<file path="src/rtl/count_sequencer_if.sv">
// Bundles the frame-control inputs, the flex_counter handshake and the strobe
// outputs of count_sequencer; master drives stimulus/counter, slave is the sequencer.
interface count_sequencer_if #(
    parameter int NUM_CNT_BITS = 4
);
    logic                    start;
    logic                    abort;
    logic [NUM_CNT_BITS-1:0] bit_period;
    logic [NUM_CNT_BITS-1:0] num_bits;
    logic [NUM_CNT_BITS-1:0] count_out;
    logic                    rollover_flag;
    logic                    cnt_clear;
    logic                    cnt_enable;
    logic [NUM_CNT_BITS-1:0] cnt_rollover_val;
    logic                    sample_strobe;
    logic                    bit_done;
    logic                    frame_done;
    logic                    busy;
    logic [NUM_CNT_BITS-1:0] bit_index;

    modport master (
        output start, abort, bit_period, num_bits, count_out, rollover_flag,
        input  cnt_clear, cnt_enable, cnt_rollover_val, sample_strobe,
               bit_done, frame_done, busy, bit_index
    );

    modport slave (
        input  start, abort, bit_period, num_bits, count_out, rollover_flag,
        output cnt_clear, cnt_enable, cnt_rollover_val, sample_strobe,
               bit_done, frame_done, busy, bit_index
    );
endinterface

</file>
<file path="src/rtl/count_sequencer.sv">
// Frame sequencer in front of flex_counter: num_bits bit periods with mid-bit and
// end-of-bit strobes. Define COUNT_SEQUENCER_STOP_BIT_EN to append one stop period.
module count_sequencer #(
    parameter int NUM_CNT_BITS = 4
) (
    input  logic               CLK,
    input  logic               nRST,
    count_sequencer_if.slave   bus
);
    localparam int W = NUM_CNT_BITS;

    localparam logic [2:0] IDLE  = 3'd0;
    localparam logic [2:0] CLEAR = 3'd1;
    localparam logic [2:0] RUN   = 3'd2;
    localparam logic [2:0] DONE  = 3'd4;
`ifdef COUNT_SEQUENCER_STOP_BIT_EN
    localparam logic [2:0] STOP  = 3'd3;
`endif

    logic [2:0]   state_q, state_d;
    logic [W-1:0] period_q, period_d;
    logic [W-1:0] nbits_q, nbits_d;
    logic [W-1:0] idx_q, idx_d;

    logic         clear_c, enable_c, sample_c, bit_done_c, frame_done_c;
    logic         mid_hit, last_bit;

    // A zero period would never roll the counter over, so it is treated as one tick.
    function automatic logic [W-1:0] clamp_period(input logic [W-1:0] p);
        clamp_period = (p == '0) ? {{(W-1){1'b0}}, 1'b1} : p;
    endfunction

    // One extra bit keeps (P+1) from wrapping when P is all ones.
    function automatic logic [W:0] mid_point(input logic [W-1:0] p);
        logic [W:0] sum;
        sum       = {1'b0, p} + {{W{1'b0}}, 1'b1};
        mid_point = sum >> 1;
    endfunction

    assign mid_hit  = ({1'b0, bus.count_out} == mid_point(period_q));
    assign last_bit = (idx_q == (nbits_q - {{(W-1){1'b0}}, 1'b1}));

    always_comb begin
        state_d      = state_q;
        period_d     = period_q;
        nbits_d      = nbits_q;
        idx_d        = idx_q;
        clear_c      = 1'b0;
        enable_c     = 1'b0;
        sample_c     = 1'b0;
        bit_done_c   = 1'b0;
        frame_done_c = 1'b0;

        case (state_q)
            IDLE: begin
                idx_d = '0;
                if (bus.start && !bus.abort) begin
                    period_d = clamp_period(bus.bit_period);
                    nbits_d  = bus.num_bits;
                    state_d  = CLEAR;
                end
            end
            CLEAR: begin
                clear_c = 1'b1;
                state_d = RUN;
            end
            RUN: begin
                enable_c   = 1'b1;
                sample_c   = mid_hit;
                bit_done_c = bus.rollover_flag;
                if (bus.rollover_flag) begin
                    if (last_bit) begin
`ifdef COUNT_SEQUENCER_STOP_BIT_EN
                        state_d = STOP;
`else
                        state_d = DONE;
`endif
                    end else begin
                        idx_d = idx_q + {{(W-1){1'b0}}, 1'b1};
                    end
                end
            end
`ifdef COUNT_SEQUENCER_STOP_BIT_EN
            STOP: begin
                enable_c = 1'b1;
                sample_c = mid_hit;
                if (bus.rollover_flag) begin
                    state_d = DONE;
                end
            end
`endif
            DONE: begin
                frame_done_c = 1'b1;
                state_d      = IDLE;
            end
            default: begin
                state_d = IDLE;
            end
        endcase

        // Abort overrides everything: park the counter in clear and silence strobes.
        if (bus.abort && (state_q != IDLE)) begin
            state_d      = IDLE;
            idx_d        = '0;
            clear_c      = 1'b1;
            enable_c     = 1'b0;
            sample_c     = 1'b0;
            bit_done_c   = 1'b0;
            frame_done_c = 1'b0;
        end
    end

    always_ff @(posedge CLK or negedge nRST) begin
        if (!nRST) begin
            state_q  <= IDLE;
            period_q <= '0;
            nbits_q  <= '0;
            idx_q    <= '0;
        end else begin
            state_q  <= state_d;
            period_q <= period_d;
            nbits_q  <= nbits_d;
            idx_q    <= idx_d;
        end
    end

    assign bus.cnt_clear        = clear_c;
    assign bus.cnt_enable       = enable_c;
    assign bus.cnt_rollover_val = period_q;
    assign bus.sample_strobe    = sample_c;
    assign bus.bit_done         = bit_done_c;
    assign bus.frame_done       = frame_done_c;
    assign bus.busy             = (state_q != IDLE);
    assign bus.bit_index        = idx_q;
endmodule

</file>
<file path="src/flat_wrapper.sv">
// flat-port wrapper written by rule: the top's interface ports become plain ports
module count_sequencer_flat 
#(
    parameter int NUM_CNT_BITS = 4
)
  (CLK, nRST, bus_start, bus_abort, bus_bit_period, bus_num_bits, bus_count_out, bus_rollover_flag, bus_cnt_clear, bus_cnt_enable, bus_cnt_rollover_val, bus_sample_strobe, bus_bit_done, bus_frame_done, bus_busy, bus_bit_index);
  count_sequencer_if #(.NUM_CNT_BITS(NUM_CNT_BITS)) bus_i ();
  input  logic CLK;
  input  logic nRST;
  input wire logic [$bits(bus_i.start)-1:0] bus_start;
  input wire logic [$bits(bus_i.abort)-1:0] bus_abort;
  input wire logic [$bits(bus_i.bit_period)-1:0] bus_bit_period;
  input wire logic [$bits(bus_i.num_bits)-1:0] bus_num_bits;
  input wire logic [$bits(bus_i.count_out)-1:0] bus_count_out;
  input wire logic [$bits(bus_i.rollover_flag)-1:0] bus_rollover_flag;
  output wire logic [$bits(bus_i.cnt_clear)-1:0] bus_cnt_clear;
  output wire logic [$bits(bus_i.cnt_enable)-1:0] bus_cnt_enable;
  output wire logic [$bits(bus_i.cnt_rollover_val)-1:0] bus_cnt_rollover_val;
  output wire logic [$bits(bus_i.sample_strobe)-1:0] bus_sample_strobe;
  output wire logic [$bits(bus_i.bit_done)-1:0] bus_bit_done;
  output wire logic [$bits(bus_i.frame_done)-1:0] bus_frame_done;
  output wire logic [$bits(bus_i.busy)-1:0] bus_busy;
  output wire logic [$bits(bus_i.bit_index)-1:0] bus_bit_index;
  assign bus_i.start = bus_start;
  assign bus_i.abort = bus_abort;
  assign bus_i.bit_period = bus_bit_period;
  assign bus_i.num_bits = bus_num_bits;
  assign bus_i.count_out = bus_count_out;
  assign bus_i.rollover_flag = bus_rollover_flag;
  assign bus_cnt_clear = bus_i.cnt_clear;
  assign bus_cnt_enable = bus_i.cnt_enable;
  assign bus_cnt_rollover_val = bus_i.cnt_rollover_val;
  assign bus_sample_strobe = bus_i.sample_strobe;
  assign bus_bit_done = bus_i.bit_done;
  assign bus_frame_done = bus_i.frame_done;
  assign bus_busy = bus_i.busy;
  assign bus_bit_index = bus_i.bit_index;
  count_sequencer #(.NUM_CNT_BITS(NUM_CNT_BITS)) u_core (.CLK(CLK), .nRST(nRST), .bus(bus_i));
endmodule
</file>
<file path="config.mk">
export PLATFORM = sky130hd
export DESIGN_NAME = count_sequencer_flat
export DESIGN_NICKNAME = d
export VERILOG_FILES = /design/src/rtl/count_sequencer_if.sv /design/src/rtl/count_sequencer.sv /design/src/flat_wrapper.sv
export SDC_FILE = /design/constraint.sdc
export NUM_CORES = 1
export LEC_CHECK = 0
export ABC_AREA = 1
export CAP_MARGIN = 20
export CORE_UTILIZATION = 40
export DETAILED_ROUTE_END_ITERATION = 10
export GPL_TIMING_DRIVEN = 0
export PLACE_DENSITY = 0.72
export SETUP_SLACK_MARGIN = 0.1
export SYNTH_ARGS = -nofsm -noshare
export SYNTH_HDL_FRONTEND = slang
export SYNTH_SLANG_ARGS = --single-unit
</file>
<file path="constraint.sdc">
create_clock -name CLK -period 1.71 [get_ports CLK]
set_clock_uncertainty 0.05 [all_clocks]
set_input_delay 0.171 -clock CLK [delete_from_list [all_inputs] [get_ports CLK]]
set_output_delay 0.171 -clock CLK [all_outputs]
set_load 0.01 [all_outputs]
</file>
==> results of run 1 <==
## synthesized netlist by cell type (all sizes together)
cell type	instances
nand3	9
nor4	1
a31oi	2
o21ai	9
ha	3
a21oi	1
xor2	3
nand2	37
nand4	4
xnor2	6
nor4b	1
dfrtp	15
nor2	14
inv	19
## layout make-up
cell class	count	share of cell area, %
clock inverters	1	0.334
well taps	28	2.34
repair buffers	45	27.9
inverters	19	5.75
clock buffers	3	1.50
multi-input cells	90	36.9
flip-flops and latches	15	25.4
## per-layer routing
metal	up-vias	part of all wire (%)
li1	494	-
met5	-	0
met2	20	54
met3	6	2.8
met4	0	1.8
met1	476	41
## registers in the layout (all words and copies together), names as in the netlist
register / count
u_core.bus.bit_index: 4
u_core.bus.cnt_rollover_val: 4
u_core.nbits_q: 4
u_core.state_q: 3
## worst max-delay path by stage
stage,end,slack (ps),depth (start not counted)
after floorplan,bus_sample_strobe,230,6
after global placement,bus_sample_strobe,-230,7
after detailed placement,bus_sample_strobe,-290,7
after CTS,bus_sample_strobe,-140,7
after global routing,bus_sample_strobe,-210,7
final,bus_sample_strobe,-110,7
## kinds of logic after synthesis
family	after synthesis	share of synthesized area [%]
AND/OR/NAND/NOR	66	32.3
buffers and inverters	19	7.71
flip-flops	15	40.6
AO/OA/AOI/OAI	12	6.76
XOR/XNOR	9	8.53
adder cells (fa/ha/maj)	3	4.06
## through the flow
stage,setup WS (ps),hold WS (ps),util (%)
2_1_floorplan,232,-175,-
3_3_place_gp,-231,481,57.5
3_5_place_dp,-288,482,57.5
4_1_cts,-136,255,62.1
5_1_grt,-212,268,68.5
6_report,-110,223,68.5
## power by group
| group | switching (W) | internal (W) |
|---|---|---|
| clock | 0.000124 | 0.0000873 |
| combinational | 0.000199 | 0.000213 |
| sequential | 0.0000354 | 0.000391 |
| total | 0.000358 | 0.000692 |
## worst max-delay path: stages, from the launching register on
cell,delay [ps]
dfrtp_1,400
ha_1,320
xnor2_1,150
o21ai_1,90
nor2_1,80
nand2_1,50
nor2_1,80
buf_2,140
## cells in the final DEF (no fill, tap or decap), types with 2 or more instances in the layout
| master | Yosys | layout |
|---|---|---|
| ha_1 | 3 | 2 |
| clkdlybuf4s50_1 | 0 | 23 |
| inv_1 | 17 | 13 |
| dfrtp_2 | 0 | 4 |
| buf_4 | 0 | 11 |
| clkbuf_4 | 0 | 3 |
| dfrtp_1 | 15 | 11 |
| nand3_4 | 0 | 3 |
| buf_2 | 0 | 3 |
| nor2_2 | 2 | 2 |
| nand2_1 | 36 | 32 |
| nor2_1 | 12 | 9 |
| buf_6 | 0 | 5 |
| nand2_2 | 1 | 5 |
| o21ai_0 | 9 | 8 |
| nand3_1 | 6 | 6 |
| xor2_1 | 3 | 3 |
| a31oi_1 | 2 | 2 |
| nor2_4 | 0 | 3 |
| nand4_1 | 4 | 4 |
| inv_2 | 2 | 4 |
| xnor2_1 | 6 | 5 |
## timing repair
item,CTS,global route
setup endpoints to repair,9,20
buffers inserted,9,6
gates resized for setup,24,35
pin swaps,5,11
==> flow_metrics.tcl, run 1 <==
set metrics [dict create \
    clockBufferDepth 2 \
    status "finished with violations" \
    synth-seq-cells 15 \
    r2r-end "u_core.bus.bit_index[1]" \
    grt_util_met1_pct 24.8 \
    dp_cells 182 \
    start_util_pct 42.2 \
    root_buffer "clkbuf_4" \
    grt_pass1_wl_mm 4.04 \
    clock_latency_ps 300 \
    synth_nets 144 \
    crit_path_start "u_core.bus.cnt_rollover_val[0]" \
    critPathArrivalTime_ps 1600 \
    synthesis.area_um2 925 \
    grt_start_max_net_pins 16 \
    tightest_slew_ps 671 \
    dieArea_mm2 0.00251 \
    maxCapViolations 0 \
    fill_cells 178 \
    ys_types 18 \
    ys.warnings.count 0 \
    ir_drop_uv 554 \
    clk_pin_slew_ps 100 \
    drcViolationCount 0 \
    hp-class "in2async" \
    final_cell_area_mm2 0.00150 \
    io_pins 31 \
    pwr_density_cell_mw_per_mm2 700 \
    gp_congestion 0.744 \
    dp_hpwl_mm 1.64 \
    cts_buffers 3 \
    gr-total-overflow 0 \
    period_share_pct 106 \
    routed-via-count 996 \
    period_needed_ps 1820 \
    path_max_fanout 2 \
    num_rows 17 \
    synth_top_area_cell "dfrtp_1" \
    routed_via_density 4.96 \
    core_area_mm2 0.00219 \
    r2r_slack_ps 120 \
    start_kind "flop" \
    required_ps 1490 \
    syn_area_per_cell_um2 7.46 \
    crit_type "reg2out" \
    grtUsageTotal_pct 21.4 \
    yosys.area.top_type_share_pct 40.6 \
    die_height_um 50.1 \
    multiInputGateArea_um2 553 \
    layout-drive-gt1-share_pct 28.9 \
    rsz0062_at_grt "yes" \
    grt.busiest_layer "met2" \
    synth_area_leaders "dfrtp_1 41%, nand2_1 15%, inv_1 6.9%, xnor2_1 5.7%, o21ai_0 4.9%" \
    use_met2_pct 37.6 \
    cts_sinks 15 \
    layout.cells.non_filler 201 \
    diodes 0 \
    relSlewSlack_pct 55.1 \
    reg2regPathDepth 10 \
    violations "negative setup slack" \
    nets 194 \
    holdBufCountCts 0 \
    route.detailed.wl_per_inst_um 13.1 \
    die_w_um 50.1 \
    cts_tree "done" \
    critPathCaptureType "output pin" \
    setup_tns_ps -110 \
    total_power_w 0.00105 \
    grt_use_met3_pct 5.56 \
    antenna_found_initial 0 \
    synth_cells 124 \
    max_clock_freq_mhz 549 \
    layout_setup_ws_ps -110 \
    numPortBuffers 30 \
    seq_area_frac_synth_pct 40.6 \
    setup_violations 1 \
    synthToLayoutAreaGrowth_pct 62.2 \
    drtIter0Drc 13 \
    cts_max_level 1 \
    cellLeakagePower_nw 0.730 \
    slew_viol_final 0 \
    ant_nets 0 \
    r2r_start "u_core.state_q[0]" \
    hold_viol_final 0 \
    regArea_um2 380 \
    grt_pass1_vias 937 \
    dpl-instance-area_mm2 0.00126 \
    wirelength_mm 2.64 \
    dr.pass1.iters 4 \
]
Note: power is estimated with default switching activity, not from simulation.
==> run 2, diff against run 1 <==
--- a/config.mk
+++ b/config.mk
@@ -7,10 +7,10 @@
 export LEC_CHECK = 0
 export ABC_AREA = 1
 export CAP_MARGIN = 20
-export CORE_UTILIZATION = 40
+export CORE_UTILIZATION = 44
 export DETAILED_ROUTE_END_ITERATION = 10
 export GPL_TIMING_DRIVEN = 0
-export PLACE_DENSITY = 0.72
+export PLACE_DENSITY = 0.78
 export SETUP_SLACK_MARGIN = 0.1
 export SYNTH_ARGS = -nofsm -noshare
 export SYNTH_HDL_FRONTEND = slang
==> run 2 against run 1 <==
  * The flow still finishes with violations (negative setup slack)
  * Worst setup slack better by 55 ps
  * Non-clock buffer count down 6
  * Fmax up 3.1%
  * Core utilization grew 2.7 points
  * Hold slack got worse by 7.8 ps
==> flow_metrics.tcl, run 2 (same netlist as run 1, synthesis figures left out) <==
set metrics [dict create \
    dp_hpwl_mm 1.67 \
    seqPwrFrac_pct 41.8 \
    numPortBuffers 30 \
    route.detailed.wl_per_inst_um 12.6 \
    layout-drive-gt1-share_pct 23.4 \
    hold_viol_final 0 \
    drtIter0Drc 33 \
    critPathCaptureType "output pin" \
    clock_latency_ps 300 \
    hp-class "in2async" \
    r2r_slack_ps 130 \
    ir_drop_uv 574 \
    whs_ps 215 \
    grtUsageTotal_pct 23.5 \
    p_sw_w 0.000350 \
    layout_setup_ws_ps -54.8 \
    cp.depth 7 \
    critPathArrivalTime_ps 1540 \
    internal_power_w 0.000680 \
    path_max_fanout 2 \
    fill_cells 166 \
    relSlewSlack_pct 55.8 \
    dr.pass1.iters 4 \
    synthToLayoutAreaGrowth_pct 51.0 \
    pwr_density_cell_mw_per_mm2 738 \
    multiInputGateArea_um2 533 \
    rsz0062_at_grt "yes" \
    start_util_pct 47.1 \
    cts_max_level 1 \
    diodes 0 \
    gp_congestion 0.815 \
    holdBufCountCts 0 \
    crit_family "flip-flops" \
    period_needed_ps 1760 \
    die_w_um 47.8 \
    io_pins 31 \
    cpMaxStageDelayCell "dfrtp_1" \
    cellLeakagePower_nw 0.710 \
    setup_violations 1 \
    required_ps 1490 \
    cpPeakStageDelay_ps 420 \
    slew_viol_final 0 \
    gr-total-overflow 0 \
    grt_use_met3_pct 6.42 \
    core_area_mm2 0.00196 \
    violations "negative setup slack" \
    cts_buffers 3 \
    dieArea_mm2 0.00229 \
    cts_tree "done" \
    final_common_cell "nand2_1" \
    pwr-share-clk_pct 20.8 \
    die_height_um 47.8 \
    start_kind "flop" \
    routed_via_density 4.96 \
    grt_start_max_net_pins 16 \
    nets 188 \
    root_buffer "clkbuf_4" \
    pwr-share-comb_pct 37.4 \
    antenna_found_initial 0 \
    crit_type "reg2out" \
    period_share_pct 103 \
    crit_chain "ha_4 -> xnor2_2 -> xnor2_1 -> a21oi_1 -> nand2_1 -> nor2_1 -> buf_2" \
    post-route-util_pct 71.2 \
    num_rows 16 \
    wirelength_mm 2.44 \
    max_clock_freq_mhz 567 \
    grt_pass1_vias 884 \
    grt_pass1_wl_mm 3.68 \
    cts_sinks 15 \
    ant_nets 0 \
    clk_pin_slew_ps 100 \
    crit_buf_inv 1 \
    regArea_um2 378 \
    clockBufferDepth 2 \
    reg2regPathDepth 11 \
    drcViolationCount 0 \
    final_cell_mix "35 x nand2_1, 22 x clkdlybuf4s50_1, 13 x inv_1, 13 x dfrtp_1" \
    routed-via-count 963 \
    maxCapViolations 0 \
    sw_frac_of_total_pct 34.0 \
    grt.busiest_layer "met2" \
    use_met2_pct 40.5 \
    tightest_slew_ps 662 \
    status "finished with violations" \
    grt_util_met1_pct 27.0 \
]
-- run 2: repair_timing --
item	CTS	global route
endpoints found under the setup margin	7	15
buffers inserted	8	1
pin swaps	8	8
hold endpoints to repair	0	0
gates resized for setup	27	15
-- run 2: cell type report --
cell class              instances  share of cell area, %
inverters                      19                   5.11
clock buffers                   3                   1.61
flip-flops and latches         15                   27.1
multi-input cells              90                   38.2
clock inverters                 1                  0.358
repair buffers                 39                   25.3
well taps                      27                   2.42
-- run 2: final timing paths --
| path | start | to |
|---|---|---|
| max in group asynchronous | nRST | u_core.bus.bit_index[0] |
| setup reg to reg | u_core.nbits_q[1] | u_core.bus.bit_index[3] |
| hold / removal | nRST | u_core.bus.bit_index[2] |
| setup / recovery | u_core.bus.cnt_rollover_val[0] | bus_sample_strobe |
| min in group CLK | bus_num_bits[3] | u_core.nbits_q[3] |
| hold reg to reg | u_core.nbits_q[3] | u_core.nbits_q[3] |
-- run 2: worst reg2reg max path, delay by kind of cell, from the launching register on --
family,cells,cell delay (ps)
buffers and inverters,2,130
DFF,1,380
and+or+nand+nor,8,760
adders and majority gates,1,210
-- run 2: layer usage --
layer,share of wire [%],vias up
met1,43,450
met3,2.9,7
met5,0,-
met2,52,23
met4,2.3,0
li1,-,483
-- run 2: through the flow --
stage	TNS (ps)	area [um^2]	cells	setup WS [ps]	power (W)
final	-54.8	1400	194	-54.8	0.00103
after global routing	-168	1400	194	-168	0.00110
after CTS	-54.8	1360	193	-54.8	0.000998
after detailed placement	-581	1260	181	-249	0.000745
after global placement	-460	1260	181	-237	0.000732
after floorplan	0	925	124	232	0.000616
-- run 2: power by group through the flow --
stage	clock (W)	combinational [W]	sequential, W
after floorplan	0	0.000180	0.000436
after global placement	0	0.000299	0.000433
after detailed placement	0	0.000310	0.000435
after CTS	0.000222	0.000350	0.000426
after global routing	0.000232	0.000432	0.000435
final	0.000214	0.000386	0.000430
